File: config.mk
export PLATFORM = sky130hd
export DESIGN_NAME = can_rx_field_ctrl
export DESIGN_NICKNAME = d
export VERILOG_FILES = /design/src/rtl/can_pkg.sv /design/src/rtl/can_bit_watchdog.sv /design/src/rtl/can_rx_field_ctrl.sv
export SDC_FILE = /design/constraint.sdc
export NUM_CORES = 1
export LEC_CHECK = 0
export BUFFER_PORTS_ARGS = -buffer_cell sky130_fd_sc_hd__buf_2
export CORE_MARGIN = 3
export CORE_UTILIZATION = 35
export DETAILED_ROUTE_END_ITERATION = 12
export SLEW_MARGIN = 20
export SYNTH_ARGS = -nofsm -noshare
export SYNTH_HDL_FRONTEND = slang
export SYNTH_SLANG_ARGS = --single-unit
File: constraint.sdc
create_clock -name clk -period 4.45 [get_ports clk]
set_clock_uncertainty 0.2 [all_clocks]
set_input_delay 0.89 -clock clk [delete_from_list [all_inputs] [get_ports clk]]
set_output_delay 0.89 -clock clk [all_outputs]
set_load 0.02 [all_outputs]
File: src/rtl/can_pkg.sv
// ---------------------------------------------------------------------------
// can_pkg
// Shared definitions for the CAN receive field controller:
//   - field_e     : field/state codes, also driven on the controller's field port
//   - LEN_*       : bit lengths of the multi-bit fields
//   - BASE_*      : frame length excluding IFS and data, standard / extended
//   - data_bit_count() : number of data-field bits implied by RTR and DLC
// ---------------------------------------------------------------------------
package can_pkg;

    typedef enum logic [3:0] {
        F_IDLE    = 4'd0,
        F_ID_A    = 4'd1,
        F_RTR_SRR = 4'd2,
        F_IDE     = 4'd3,
        F_ID_B    = 4'd4,
        F_RTR_EXT = 4'd5,
        F_R1      = 4'd6,
        F_R0      = 4'd7,
        F_DLC     = 4'd8,
        F_DATA    = 4'd9,
        F_CRC     = 4'd10,
        F_CRC_DEL = 4'd11,
        F_ACK     = 4'd12,
        F_ACK_DEL = 4'd13,
        F_EOF     = 4'd14,
        F_IFS     = 4'd15
    } field_e;

    localparam logic [6:0] LEN_ONE  = 7'd1;
    localparam logic [6:0] LEN_ID_A = 7'd11;
    localparam logic [6:0] LEN_ID_B = 7'd18;
    localparam logic [6:0] LEN_DLC  = 7'd4;
    localparam logic [6:0] LEN_CRC  = 7'd15;
    localparam logic [6:0] LEN_EOF  = 7'd7;
    localparam logic [6:0] LEN_IFS  = 7'd3;

    // Frame length from SOF to the end of EOF when the data field is empty.
    localparam logic [7:0] BASE_STD = 8'd44;
    localparam logic [7:0] BASE_EXT = 8'd64;

    // Remote frames carry no data; DLC values above 8 still mean 8 bytes.
    function automatic logic [6:0] data_bit_count(input logic rtr_bit, input logic [3:0] dlc_val);
        logic [3:0] bytes;
        bytes = (dlc_val > 4'd8) ? 4'd8 : dlc_val;
        data_bit_count = rtr_bit ? 7'd0 : {bytes, 3'b000};
    endfunction

endpackage

File: src/rtl/can_bit_watchdog.sv
// ---------------------------------------------------------------------------
// can_bit_watchdog
// Counts clocks since the last destuffed bit while a frame is in progress.
//   clk, rst_n : clock, asynchronous active-low reset
//   enable     : frame in progress; counter held at zero otherwise
//   restart    : a bit arrived this cycle; counter restarts
//   timeout    : single-cycle pulse when LIMIT clocks passed without restart
// ---------------------------------------------------------------------------
module can_bit_watchdog #(
    parameter int LIMIT = 200
) (
    input  logic clk,
    input  logic rst_n,
    input  logic enable,
    input  logic restart,
    output logic timeout
);
    localparam int CW = $clog2(LIMIT + 1);
    localparam logic [CW-1:0] LAST = CW'(LIMIT - 1);

    logic [CW-1:0] cnt_reg;

    // cnt_reg holds the number of bit-less clocks already seen, so the
    // LIMIT-th such clock is the one where the count reads LIMIT-1.
    always_ff @(posedge clk or negedge rst_n) begin
        if (!rst_n) begin
            cnt_reg <= '0;
        end else if (!enable || restart) begin
            cnt_reg <= '0;
        end else if (cnt_reg != LAST) begin
            cnt_reg <= cnt_reg + 1'b1;
        end
    end

    assign timeout = enable && !restart && (cnt_reg == LAST);

endmodule

File: src/rtl/can_rx_field_ctrl.sv
// ---------------------------------------------------------------------------
// can_rx_field_ctrl
// Tracks the field structure of a received CAN frame from destuffed bits.
//   clk, rst_n          : clock, asynchronous active-low reset
//   din, dvalid         : destuffed bit and its one-cycle strobe
//   sof                 : start of frame, coincides with the SOF bit strobe
//   error, overload     : abort requests
//   sample_en           : high from SOF through the last IFS bit
//   field               : current field code (can_pkg::field_e)
//   frame_bits          : destuffed bits received so far, SOF included
//   frame_length_bits   : total length excluding IFS, valid with length_valid
//   id, ide, rtr, dlc   : captured header fields
//   crc_en              : high from SOF through the last data bit
//   frame_done          : pulse after the 7th EOF bit
//   frame_abort         : pulse after an abort (error, overload or watchdog)
// ---------------------------------------------------------------------------
module can_rx_field_ctrl
    import can_pkg::*;
#(
    parameter int clk_speed_MHz      = 100,
    parameter int can_bit_rate_Kbits = 1000
) (
    input  logic        clk,
    input  logic        rst_n,
    input  logic        din,
    input  logic        dvalid,
    input  logic        sof,
    input  logic        error,
    input  logic        overload,
    output logic        sample_en,
    output logic [3:0]  field,
    output logic [7:0]  frame_bits,
    output logic [7:0]  frame_length_bits,
    output logic        length_valid,
    output logic [28:0] id,
    output logic        ide,
    output logic        rtr,
    output logic [3:0]  dlc,
    output logic        crc_en,
    output logic        frame_done,
    output logic        frame_abort
);
    localparam int BIT_CYCLES = clk_speed_MHz * 1000 / can_bit_rate_Kbits;
    localparam int WD_LIMIT   = (2 * BIT_CYCLES < 2) ? 2 : 2 * BIT_CYCLES;

    field_e      state_reg, state_next;
    logic [6:0]  cnt_reg, cnt_next;
    logic [6:0]  field_len;
    logic [6:0]  n_bits_reg;
    logic [6:0]  n_calc;
    logic        last_bit;
    logic        start;
    logic        abort;
    logic        timeout;

    logic [7:0]  frame_bits_reg;
    logic [7:0]  frame_len_reg;
    logic        length_valid_reg;
    logic        sample_en_reg;
    logic        crc_en_reg;
    logic [28:0] id_reg;
    logic        ide_reg;
    logic        rtr_reg;
    logic [3:0]  dlc_reg;
    logic        frame_done_reg;
    logic        frame_abort_reg;

    can_bit_watchdog #(
        .LIMIT(WD_LIMIT)
    ) u_watchdog (
        .clk    (clk),
        .rst_n  (rst_n),
        .enable (state_reg != F_IDLE),
        .restart(dvalid),
        .timeout(timeout)
    );

    // Abort requests outrank any bit or SOF arriving in the same cycle.
    assign abort = (state_reg != F_IDLE) && (error || overload || timeout);
    assign start = (state_reg == F_IDLE) && sof && !error && !overload;

    // Data length using the DLC value that includes the bit arriving now.
    assign n_calc = data_bit_count(rtr_reg, {dlc_reg[2:0], din});

    always_comb begin
        field_len = LEN_ONE;
        case (state_reg)
            F_ID_A:  field_len = LEN_ID_A;
            F_ID_B:  field_len = LEN_ID_B;
            F_DLC:   field_len = LEN_DLC;
            F_DATA:  field_len = n_bits_reg;
            F_CRC:   field_len = LEN_CRC;
            F_EOF:   field_len = LEN_EOF;
            F_IFS:   field_len = LEN_IFS;
            default: field_len = LEN_ONE;
        endcase
    end

    assign last_bit = dvalid && (cnt_reg == field_len - 7'd1);

    // State register
    always_ff @(posedge clk or negedge rst_n) begin
        if (!rst_n) begin
            state_reg <= F_IDLE;
            cnt_reg   <= '0;
        end else begin
            state_reg <= state_next;
            cnt_reg   <= cnt_next;
        end
    end

    // Next-state logic
    always_comb begin
        state_next = state_reg;
        if (abort) begin
            state_next = F_IDLE;
        end else if (start) begin
            state_next = F_ID_A;
        end else if (last_bit) begin
            case (state_reg)
                F_ID_A:    state_next = F_RTR_SRR;
                F_RTR_SRR: state_next = F_IDE;
                F_IDE:     state_next = din ? F_ID_B : F_R0;
                F_ID_B:    state_next = F_RTR_EXT;
                F_RTR_EXT: state_next = F_R1;
                F_R1:      state_next = F_R0;
                F_R0:      state_next = F_DLC;
                F_DLC:     state_next = (n_calc != 7'd0) ? F_DATA : F_CRC;
                F_DATA:    state_next = F_CRC;
                F_CRC:     state_next = F_CRC_DEL;
                F_CRC_DEL: state_next = F_ACK;
                F_ACK:     state_next = F_ACK_DEL;
                F_ACK_DEL: state_next = F_EOF;
                F_EOF:     state_next = F_IFS;
                F_IFS:     state_next = F_IDLE;
                default:   state_next = state_reg;
            endcase
        end
    end

    // The per-field counter restarts on every state change.
    always_comb begin
        if (state_next != state_reg) begin
            cnt_next = '0;
        end else if (dvalid && (state_reg != F_IDLE)) begin
            cnt_next = cnt_reg + 7'd1;
        end else begin
            cnt_next = cnt_reg;
        end
    end

    // Frame bookkeeping and header capture
    always_ff @(posedge clk or negedge rst_n) begin
        if (!rst_n) begin
            frame_bits_reg   <= '0;
            frame_len_reg    <= '0;
            length_valid_reg <= 1'b0;
            sample_en_reg    <= 1'b0;
            crc_en_reg       <= 1'b0;
            id_reg           <= '0;
            ide_reg          <= 1'b0;
            rtr_reg          <= 1'b0;
            dlc_reg          <= '0;
            n_bits_reg       <= '0;
            frame_done_reg   <= 1'b0;
            frame_abort_reg  <= 1'b0;
        end else begin
            frame_done_reg  <= 1'b0;
            frame_abort_reg <= 1'b0;
            if (abort) begin
                frame_abort_reg  <= 1'b1;
                sample_en_reg    <= 1'b0;
                length_valid_reg <= 1'b0;
                crc_en_reg       <= 1'b0;
                frame_bits_reg   <= '0;
            end else if (start) begin
                frame_bits_reg   <= 8'd1;
                sample_en_reg    <= 1'b1;
                crc_en_reg       <= 1'b1;
                length_valid_reg <= 1'b0;
                frame_len_reg    <= '0;
                id_reg           <= '0;
                ide_reg          <= 1'b0;
                rtr_reg          <= 1'b0;
                dlc_reg          <= '0;
                n_bits_reg       <= '0;
            end else if (dvalid && (state_reg != F_IDLE)) begin
                // IFS bits are not part of the frame length.
                if ((state_reg != F_IFS) && (frame_bits_reg != 8'hFF)) begin
                    frame_bits_reg <= frame_bits_reg + 8'd1;
                end
                case (state_reg)
                    F_ID_A:    id_reg[28:18] <= {id_reg[27:18], din};
                    F_RTR_SRR: rtr_reg <= din;  // overwritten by RTR_EXT in extended frames
                    F_IDE:     ide_reg <= din;
                    F_ID_B:    id_reg[17:0] <= {id_reg[16:0], din};
                    F_RTR_EXT: rtr_reg <= din;
                    F_DLC: begin
                        dlc_reg <= {dlc_reg[2:0], din};
                        if (last_bit) begin
                            n_bits_reg       <= n_calc;
                            frame_len_reg    <= (ide_reg ? BASE_EXT : BASE_STD) + {1'b0, n_calc};
                            length_valid_reg <= 1'b1;
                            if (n_calc == 7'd0) begin
                                crc_en_reg <= 1'b0;
                            end
                        end
                    end
                    F_DATA: begin
                        if (last_bit) begin
                            crc_en_reg <= 1'b0;
                        end
                    end
                    F_EOF: begin
                        if (last_bit) begin
                            frame_done_reg <= 1'b1;
                        end
                    end
                    F_IFS: begin
                        if (last_bit) begin
                            sample_en_reg    <= 1'b0;
                            length_valid_reg <= 1'b0;
                            frame_bits_reg   <= '0;
                        end
                    end
                    default: ;
                endcase
            end
        end
    end

    // Output decode
    always_comb begin
        field             = state_reg;
        sample_en         = sample_en_reg;
        frame_bits        = frame_bits_reg;
        frame_length_bits = frame_len_reg;
        length_valid      = length_valid_reg;
        id                = id_reg;
        ide               = ide_reg;
        rtr               = rtr_reg;
        dlc               = dlc_reg;
        crc_en            = crc_en_reg;
        frame_done        = frame_done_reg;
        frame_abort       = frame_abort_reg;
    end

endmodule

==> impl_metrics.json, run 1 <==
{
  "status": "completed",
  "synthTopCellsByCount": "dfrtp_1 (77), a22o_1 (37), nor2_1 (36)",
  "drt.antenna.violating_nets": 0,
  "vias": 3182,
  "r2r_start": "field[2]",
  "powerDensity_mw_per_mm2": 460,
  "p_total_w": 0.00210,
  "clkLatencyLatePin_ns": 0.35,
  "path_max_fanout": 24,
  "finalCritPeriodShare_pct": 90.4,
  "grt_overflow": 0,
  "cts_setup_buffers": 0,
  "antenna_found_initial": 0,
  "num-nets-final": 466,
  "cts_resized": 0,
  "grt_usage_pct": 15.4,
  "diodes": 0,
  "setup.worst_path.start_class": "flop",
  "grt_pass1_wl_um": 15900,
  "cts_hold_buf": 0,
  "synth_cells": 386,
  "report.final.slew_viol_count": 0,
  "ioPinCount": 67,
  "synthFlopType": "dfrtp_1",
  "dieArea_mm2": 0.0124,
  "fill_cells": 1019,
  "max_slew_margin_pct": 35.0,
  "met2_usage_pct": 24.2,
  "die_h_um": 111,
  "cts_buffers": 9,
  "gr-usage-met1_pct": 21.6,
  "p_leak_nw": 2.22,
  "reg2reg_depth": 10,
  "gp_congestion": 0.858,
  "critPathSlowestCell": "dfrtp_1",
  "min_period_ns": 4.02,
  "synth_top_area_cell": "dfrtp_1",
  "setup_viol": 0,
  "synth_top_area_share_pct": 49.5,
  "yosysMostFrequentCell": "dfrtp_1",
  "syn_area_per_cell_um2": 10.1,
  "startpoint": "field[2]",
  "area_delta_synth_final_pct": 17.4,
  "grt.met3_usage_pct": 3.64,
  "largest_reg_flops": 29,
  "tightest_slew_ns": 0.975,
  "crit_type": "flop to flop",
  "whs_ns": 0.304,
  "reg2reg_slack_ns": 0.43,
  "cp.arrival_ns": 4.03,
  "grt_start_max_net_pins": 78,
  "fp.dieW_um": 111,
  "dp_hpwl_um": 6520,
  "rsz0062_at_grt": "no",
  "drc_errors": 0,
  "viasPerCell": 5.38,
  "drt-wirelength-per-cell_um": 15.5,
  "crit_end": "cnt_reg[6]",
  "yosys_warnings": 0,
  "fp-row-count": 37,
  "layout-drive-gt1-share_pct": 20.8,
  "synth_cell_types": 58,
  "clockBufferDepth": 2,
  "end_kind": "flop",
  "drv_cap": 0,
  "grt_pass1_vias": 3121,
  "clock_sinks": 77,
  "peakVddDrop_uv": 211,
  "synth.cell_area_mm2": 0.00389,
  "fin_tns_setup_ns": 0,
  "firstDrtPassIters": 4,
  "htree_levels": 3,
  "fmax_mhz": 249,
  "synth_edf_count": 0,
  "crit_chain": "or3b_4, a21oi_1, ha_1, xnor2_1, a32o_1, or3_1, nor4b_2, o21ai_2, o21ai_1, nor2_1",
  "grt.busiest_layer": "met2",
  "coreArea_mm2": 0.0106,
  "final_cell_area_mm2": 0.00457,
  "hold_viol": 0,
  "cts-root-buf": "clkbuf_8",
  "place_area_mm2": 0.00435,
  "synthArstFlopShare_pct": 100,
  "path_clk_slew_ns": 0.08,
  "cts_tree": "yes",
  "wl_um": 9190,
  "synth_area_leaders": "dfrtp_1 (50%), a22o_1 (8.3%), nor2_1 (3.5%)",
  "initialDrtViolationCount": 224,
  "r2r_end": "cnt_reg[6]",
  "ys_seq_elements": 77,
  "critPathMaxStageDelay_ns": 0.75,
  "hp-class": "flop to flop",
  "port_buffers": 64,
  "critPathRequiredTime_ns": 4.46,
  "ys_seq_area_share_pct": 49.5,
  "start_util_pct": 36.9
}
==> how the worst min path moves through the flow <==
stage | from | end | slack [ns] | cells after the start
floorplan | n_bits_reg[6] | n_bits_reg[6] | 0.27 | 1
global placement | id[17] | id[17] | 0.28 | 1
detailed placement | frame_length_bits[5] | frame_length_bits[5] | 0.29 | 1
CTS | frame_length_bits[5] | frame_length_bits[5] | 0.31 | 1
global route | frame_length_bits[5] | frame_length_bits[5] | 0.33 | 1
finish | frame_length_bits[4] | frame_length_bits[4] | 0.30 | 1
==> cell families after synthesis <==
family          after synthesis  synth area share, %
xor+xnor                     20                 4.50
compound gates              111                 20.3
mux                           7                 1.83
buf+inv                      26                 2.99
flops                        77                 49.5
other cells                   1               0.0964
fa+ha+maj                     8                 2.57
simple gates                136                 18.2
==> critical path: cells and delay by family (launching register included) <==
kind | cells | cell delay (ns)
AOI/OAI and AO/OA | 4 | 1.30
and+or+nand+nor | 4 | 1.25
DFF | 1 | 0.75
xor gates and xnor gates | 1 | 0.10
adders and majority gates | 1 | 0.26
==> report_power, final <==
group | switching [W] | internal (W)
clock network | 0.000273 | 0.000319
logic | 0.000451 | 0.000219
registers | 0.0000760 | 0.000766
total | 0.000800 | 0.00130
==> layout make-up <==
class | count | area (um2) | share of cell area [%]
clock buffer | 9 | 124 | 2.71
clock inverter | 7 | 97.6 | 2.14
inverter | 10 | 37.5 | 0.822
multi-input combinational | 284 | 1850 | 40.5
sequential | 77 | 1930 | 42.2
tap | 136 | 170 | 3.73
timing repair buffer | 69 | 360 | 7.89
==> metal layers <==
metal | share of wire (%) | up-vias | wire length (um)
met1 | 48 | 1551 | 4410
met3 | 4.6 | 9 | 420
met2 | 46 | 73 | 4260
met4 | 1.1 | 0 | 102
met5 | 0 | - | 0
li1 | - | 1549 | -
==> layout by cell type (no fill, tap or decap), drive strengths merged, types with 3 or more instances in the layout <==
master,synthesis,final
and2,6,6
and3,4,4
xor2,12,12
dfrtp,77,77
nand2,28,28
a21oi,18,18
or3,7,7
xnor2,8,8
clkbuf,9,9
o211ai,3,3
nor3,11,11
a31oi,5,5
buf,7,69
nor2,38,38
a22o,37,37
ha,8,8
inv,10,12
nand4,6,6
nand2b,3,3
o21ai,27,27
mux2i,6,6
nand3,13,13
nor4,6,6
==> stage by stage <==
stage / setup slack (ns) / instances / util (%)
after detailed placement: 0.471 / 576 / 41.2
after global placement: 0.701 / 576 / 41.2
final: 0.429 / 592 / 43.3
after CTS: 0.422 / 592 / 43.3
after global routing: 0.174 / 592 / 43.3
after floorplan: 0.949 / 387 / -
Power figures use the tool's default switching activity.
==> run 2: changes to the inputs <==
- PLACE_DENSITY: default -> 0.58
==> run 2 against run 1 <==
First-iteration DRC count shrank 6.3%. Non-clock buffer count is the same. Via count shrank 0.31%. Clock power is essentially flat. Global-route usage grew 0.21 points. Critical path depth is the same. Flip-flop and latch count is the same. Design area grew 0.11%. Utilization is essentially flat. Die area is the same. Cell count is the same. Sequential power is essentially flat.
==> impl_metrics.json, run 2 (same netlist as run 1, synthesis figures left out) <==
{
  "fill_cells": 1055,
  "fmax_mhz": 265,
  "start_util_pct": 36.9,
  "p_int_w": 0.00130,
  "rsz0062_at_grt": "no",
  "hp-class": "flop to flop",
  "cts_setup_buffers": 0,
  "fin_tns_setup_ns": 0,
  "num-nets-final": 466,
  "hold_viol": 0,
  "crit_top_cell": "o21ai_0",
  "cts_hold_buf": 0,
  "clock_sinks": 77,
  "power_frac_clock_pct": 28.2,
  "cts_buffers": 9,
  "dp_hpwl_um": 6540,
  "layout_common_cells": "dfrtp_1 (77), buf_2 (63), a22o_1 (37), nor2_1 (36), nand2_1 (28)",
  "die_h_um": 111,
  "layout-drive-gt1-share_pct": 21.1,
  "ioPinCount": 67,
  "clkLatencyLatePin_ns": 0.35,
  "final_common_cell": "dfrtp_1",
  "setup_viol": 0,
  "gp_congestion": 0.858,
  "critPathMaxStageDelay_ns": 0.60,
  "min_period_ns": 3.78,
  "end_kind": "flop",
  "crit_family": "compound AO/OA/AOI/OAI gates",
  "path_max_fanout": 21,
  "fp.dieW_um": 111,
  "cts-root-buf": "clkbuf_8",
  "firstDrtPassIters": 4,
  "viasPerCell": 5.36,
  "place_area_mm2": 0.00435,
  "clockBufferDepth": 2,
  "path_clk_slew_ns": 0.09,
  "tightest_slew_ns": 0.998,
  "drt.antenna.violating_nets": 0,
  "drt-wirelength-per-cell_um": 15.8,
  "setup_ws_ns": 0.673,
  "cts_tree": "yes",
  "critPathSlowestCell": "dfrtp_1",
  "largest_reg_flops": 29,
  "pre_cts_ws_ns": 0.668,
  "cts_resized": 0,
  "p_total_w": 0.00210,
  "drv_cap": 0,
  "antenna_found_initial": 0,
  "finalCritPeriodShare_pct": 84.9,
  "grt_overflow": 0,
  "dieArea_mm2": 0.0124,
  "final_util_pct": 43.3,
  "powerDensity_mw_per_mm2": 459,
  "htree_levels": 3,
  "peakVddDrop_uv": 224,
  "max_slew_margin_pct": 33.5,
  "coreArea_mm2": 0.0106,
  "diodes": 0,
  "power_switching_w": 0.000798,
  "grt_pass1_vias": 3130,
  "port_buffers": 64,
  "wl_um": 9360,
  "status": "completed",
  "p_leak_nw": 2.21,
  "area_delta_synth_final_pct": 17.5,
  "critPathRequiredTime_ns": 4.47,
  "drc_errors": 0,
  "fp-row-count": 37,
  "grt_start_max_net_pins": 78,
  "swShare_pct": 38.0,
  "crit_chain": "or3b_4, a21oi_1, ha_1, xnor2_1, a32o_1, or3_1, nor4b_2, o21ai_2, o21ai_0, o21ai_0",
  "report.final.slew_viol_count": 0,
  "vias": 3172,
  "crit_type": "flop to flop",
  "grt_usage_pct": 15.6,
  "setup.worst_path.start_class": "flop",
  "cp.arrival_ns": 3.80,
  "pwr-share-seq_pct": 40.1,
  "final_cell_area_mm2": 0.00457,
  "path_buf_inv": 0,
  "grt_pass1_wl_um": 16100,
  "power_frac_comb_pct": 31.7,
  "initialDrtViolationCount": 210
}
## run 2: changes by cell type in the layout (fill, tap and decap cells not counted), sizes merged
| cell | change |
|---|---|
| inv | -1 |
| clkinv | -1 |
| clkinvlp | +2 |
## run 2: routing by layer
layer | vias to the layer above | wire length [um] | track usage [%]
li1 | 1559 | - | -
met4 | 0 | 85 | 2.92
met5 | - | 0 | 0
met1 | 1538 | 4380 | 21.6
met2 | 69 | 4390 | 24.7
met3 | 6 | 512 | 4.46
## run 2: worst register-to-register path, delay by kind of cell (launching register included)
kind	cells	cell delay, ns
XOR/XNOR	1	0.10
adder cells (fa/ha/maj)	1	0.25
AND/OR/NAND/NOR	3	1.15
flip-flops	1	0.60
AO/OA/AOI/OAI	5	1.36
## run 2: worst paths after layout
path | start | endpoint | slack, ns | depth (start not counted)
worst max register to register | field[3] | frame_bits[5] | 0.67 | 10
worst max-delay path | field[3] | frame_bits[5] | 0.67 | 10
worst min register to register | frame_length_bits[3] | frame_length_bits[3] | 0.30 | 1
max in group asynchronous | rst_n | id[0] | 2.91 | 1
worst min-delay path | frame_length_bits[3] | frame_length_bits[3] | 0.30 | 1
min in group asynchronous | rst_n | frame_length_bits[4] | 0.48 | 1
## run 2: cell type report
class                   instances  area [um2]  share of cell area [%]
inverters                      10        37.5                   0.821
flip-flops and latches         77        1930                    42.1
clock inverters                 7        98.8                    2.16
repair buffers                 69         360                    7.88
multi-input cells             284        1860                    40.6
well taps                     136         170                    3.72
clock buffers                   9         124                    2.71
## run 2: power by group through the flow
stage          combinational [W]  sequential [W]  clock, W
6_report                0.000666        0.000841  0.000592
5_1_grt                 0.000754        0.000853  0.000645
3_3_place_gp            0.000664        0.000852         0
4_1_cts                 0.000678        0.000840  0.000612
2_1_floorplan           0.000407        0.000905         0
3_5_place_dp            0.000673        0.000853         0
## run 2: metrics by stage
step	hold WS [ns]	instances
after floorplan	0.273	387
after global placement	0.283	576
after detailed placement	0.290	576
after CTS	0.310	592
after global routing	0.326	592
final	0.302	592
==> run 3: changes to the inputs <==
- ABC_AREA: default -> 1
- PLACE_DENSITY: 0.58 -> 0.6
- clock period: 4.45 -> 3.4 ns (I/O delays scaled with it)
==> run 3 against run 2 <==
Global-route usage is 1.6 points higher. Via count rose by 17%. Synthesized cell count up 33%. Sequential share of layout area down 4.1 points. Cell count rose by 24%. Design area up 11%. Sequential power grew 55%. Clock power increased by 71%. Flip-flop and latch count is the same. Maximum frequency is 25% higher. Die area up 8.0%.
==> impl_metrics.json, run 3 <==
{
  "power_frac_comb_pct": 41.2,
  "synth_edf_count": 0,
  "path_clk_slew_ns": 0.06,
  "clockBufferDepth": 2,
  "cts_tree": "yes",
  "synth_top_area_share_pct": 45.7,
  "firstDrtPassIters": 5,
  "peakVddDrop_uv": 431,
  "crit_type": "flop to flop",
  "report.final.slew_viol_count": 0,
  "cts-root-buf": "clkbuf_16",
  "critPathMaxStageDelay_ns": 0.47,
  "fin_tns_setup_ns": 0,
  "hp-class": "input port to asynchronous set/reset pin",
  "min_period_ns": 3.02,
  "r2r_end": "frame_bits[0]",
  "p_leak_nw": 2.53,
  "grt_pass1_vias": 3613,
  "pre_cts_ws_ns": 0.325,
  "num-nets-final": 599,
  "clock_sinks": 77,
  "final_common_cell": "nand2_1",
  "start_util_pct": 36.3,
  "synth.cell_area_mm2": 0.00422,
  "drt-wirelength-per-cell_um": 14.8,
  "grt_pass1_wl_um": 18100,
  "gp_congestion": 0.929,
  "htree_levels": 3,
  "critPathRequiredTime_ns": 3.43,
  "setup_viol": 0,
  "layout_common_cells": "nand2_1 (95), inv_1 (77), dfrtp_1 (76), buf_2 (63), nor2_1 (45)",
  "synth_top_area_cell": "dfrtp_1",
  "synthTopCellsByCount": "nand2_1 (96), dfrtp_1 (77), inv_1 (77)",
  "cts_buffers": 9,
  "power_frac_clock_pct": 25.7,
  "initialDrtViolationCount": 176,
  "power_switching_w": 0.00171,
  "vias": 3705,
  "fill_cells": 1185,
  "synthFlopType": "dfrtp_1",
  "drt.antenna.violating_nets": 0,
  "grt_start_max_net_pins": 78,
  "coreArea_mm2": 0.0116,
  "path_max_fanout": 10,
  "whs_ns": 0.0250,
  "dp_hpwl_um": 8000,
  "end_kind": "flop",
  "wl_um": 10900,
  "cp.arrival_ns": 3.05,
  "hold_viol": 0,
  "synth_cell_types": 40,
  "ioPinCount": 67,
  "powerDensity_mw_per_mm2": 776,
  "syn_area_per_cell_um2": 8.24,
  "grt_usage_pct": 17.2,
  "tightest_slew_ns": 0.915,
  "setup.worst_path.start_class": "flop",
  "drv_cap": 0,
  "layout-drive-gt1-share_pct": 23.6,
  "die_h_um": 116,
  "synthArstFlopShare_pct": 100,
  "startpoint": "field[2]",
  "yosysMostFrequentCell": "nand2_1",
  "swShare_pct": 43.5,
  "clkLatencyLatePin_ns": 0.35,
  "reg2reg_slack_ns": 0.38,
  "synth_area_leaders": "dfrtp_1 (46%), nand2_1 (8.5%), inv_1 (6.9%)",
  "drc_errors": 0,
  "finalCritPeriodShare_pct": 88.8,
  "reg2reg_depth": 22,
  "r2r_start": "field[2]",
  "rsz0062_at_grt": "no",
  "setup_ws_ns": 0.380,
  "fp.dieW_um": 116,
  "critPathSlowestCell": "dfrtp_1",
  "p_total_w": 0.00393,
  "viasPerCell": 5.06,
  "pwr-share-seq_pct": 33.1,
  "ys_seq_elements": 77,
  "fmax_mhz": 331,
  "cts_hold_buf": 0,
  "max_slew_margin_pct": 39.0,
  "status": "completed",
  "synth_cells": 512,
  "crit_end": "frame_bits[0]",
  "fp-row-count": 39,
  "yosys_warnings": 0,
  "p_int_w": 0.00222,
  "area_delta_synth_final_pct": 20.0,
  "largest_reg_flops": 29,
  "ys_seq_area_share_pct": 45.7,
  "grt_overflow": 0,
  "diodes": 0,
  "dieArea_mm2": 0.0134,
  "port_buffers": 64,
  "crit_top_cell": "nand2_1",
  "antenna_found_initial": 0,
  "crit_chain": "inv_2, nor2_1, nand2_2, inv_1, nor4_2, ha_1, inv_1, nand2_1, nand2_1, nand2_1, nand2_1, nand2_1, nor2_1, nand3_1, inv_1, nand3_2, inv_4, nand3_2, nor2_2, o21bai_1, nand2_1, nand2_1"
}
==> run 3: changes by cell type after synthesis, sizes merged, moves of 6 or more <==
cell,before,now
a22o,37,0
and2,6,0
or3,7,0
nor2,38,62
inv,10,84
clkbuf,9,3
mux2i,6,0
nand2,28,108
o32ai,0,25
nand3,13,43
==> run 3: critical path: cells and delay by family (launching register included) <==
kind / cells / cell delay (ns)
buffers and inverters: 5 / 0.57
adders and majority gates: 1 / 0.21
DFF: 1 / 0.47
and+or+nand+nor: 15 / 1.39
AOI/OAI and AO/OA: 1 / 0.08
==> run 3: final cells by class <==
cell class	instances	area [um2]	area share, %
clock buffer	9	225	4.45
clock inverter	7	91.3	1.80
inverter	86	327	6.45
multi-input combinational	339	1920	37.9
sequential	77	1930	38.1
tap	143	179	3.53
timing repair buffer	71	395	7.81
==> run 3: routing by layer <==
layer / part of all wire, % / routed length, um / global-route usage, % / vias to the layer above
li1: - / - / - / 1837
met1: 47 / 5140 / 23.8 / 1735
met2: 45 / 4860 / 26.1 / 114
met3: 6.5 / 702 / 5.27 / 19
met4: 1.5 / 162 / 5.03 / 0
met5: 0 / 0 / 0 / -
==> run 3: through the flow <==
step,instances,instance area [um2],utilization [%]
3_5_place_dp,715,4710,40.6
6_report,732,5060,43.6
4_1_cts,731,5030,43.3
2_1_floorplan,513,4220,-
3_3_place_gp,715,4710,40.6
5_1_grt,732,5060,43.6
==> run 3: cell families (layout without fill, tap and decap cells) <==
logic type	count (synthesis)	after routing	share of synthesized area [%]
adders and majority gates	8	8	2.37
other	1	2	0.0889
buffers and inverters	97	173	9.13
DFF	77	77	45.7
and+or+nand+nor	233	233	26.4
AOI/OAI and AO/OA	81	81	13.2
xor gates and xnor gates	15	15	3.11
==> run 3: worst min-delay path by stage <==
| stage | endpoint | cells past startpoint | slack [ns] |
|---|---|---|---|
| finish | crc_en | 1 | 0.02 |
| global route | frame_length_bits[6] | 1 | 0.03 |
| CTS | frame_length_bits[3] | 2 | 0.27 |
| detailed placement | frame_length_bits[3] | 2 | 0.26 |
| global placement | frame_length_bits[3] | 2 | 0.25 |
| floorplan | cnt_reg[0] | 0 | 0.18 |
==> run 3: timing repair <==
action	CTS	global route
setup endpoints to repair	0	23
gates resized for setup	0	3
buffers inserted	0	0
==> run 3: power groups by stage <==
stage | clock network (W) | logic, W | registers, W
after floorplan | 0 | 0.000920 | 0.00152
after global placement | 0 | 0.00161 | 0.00131
after detailed placement | 0 | 0.00162 | 0.00131
after CTS | 0.00104 | 0.00162 | 0.00130
after global routing | 0.00109 | 0.00179 | 0.00134
final | 0.00101 | 0.00162 | 0.00130
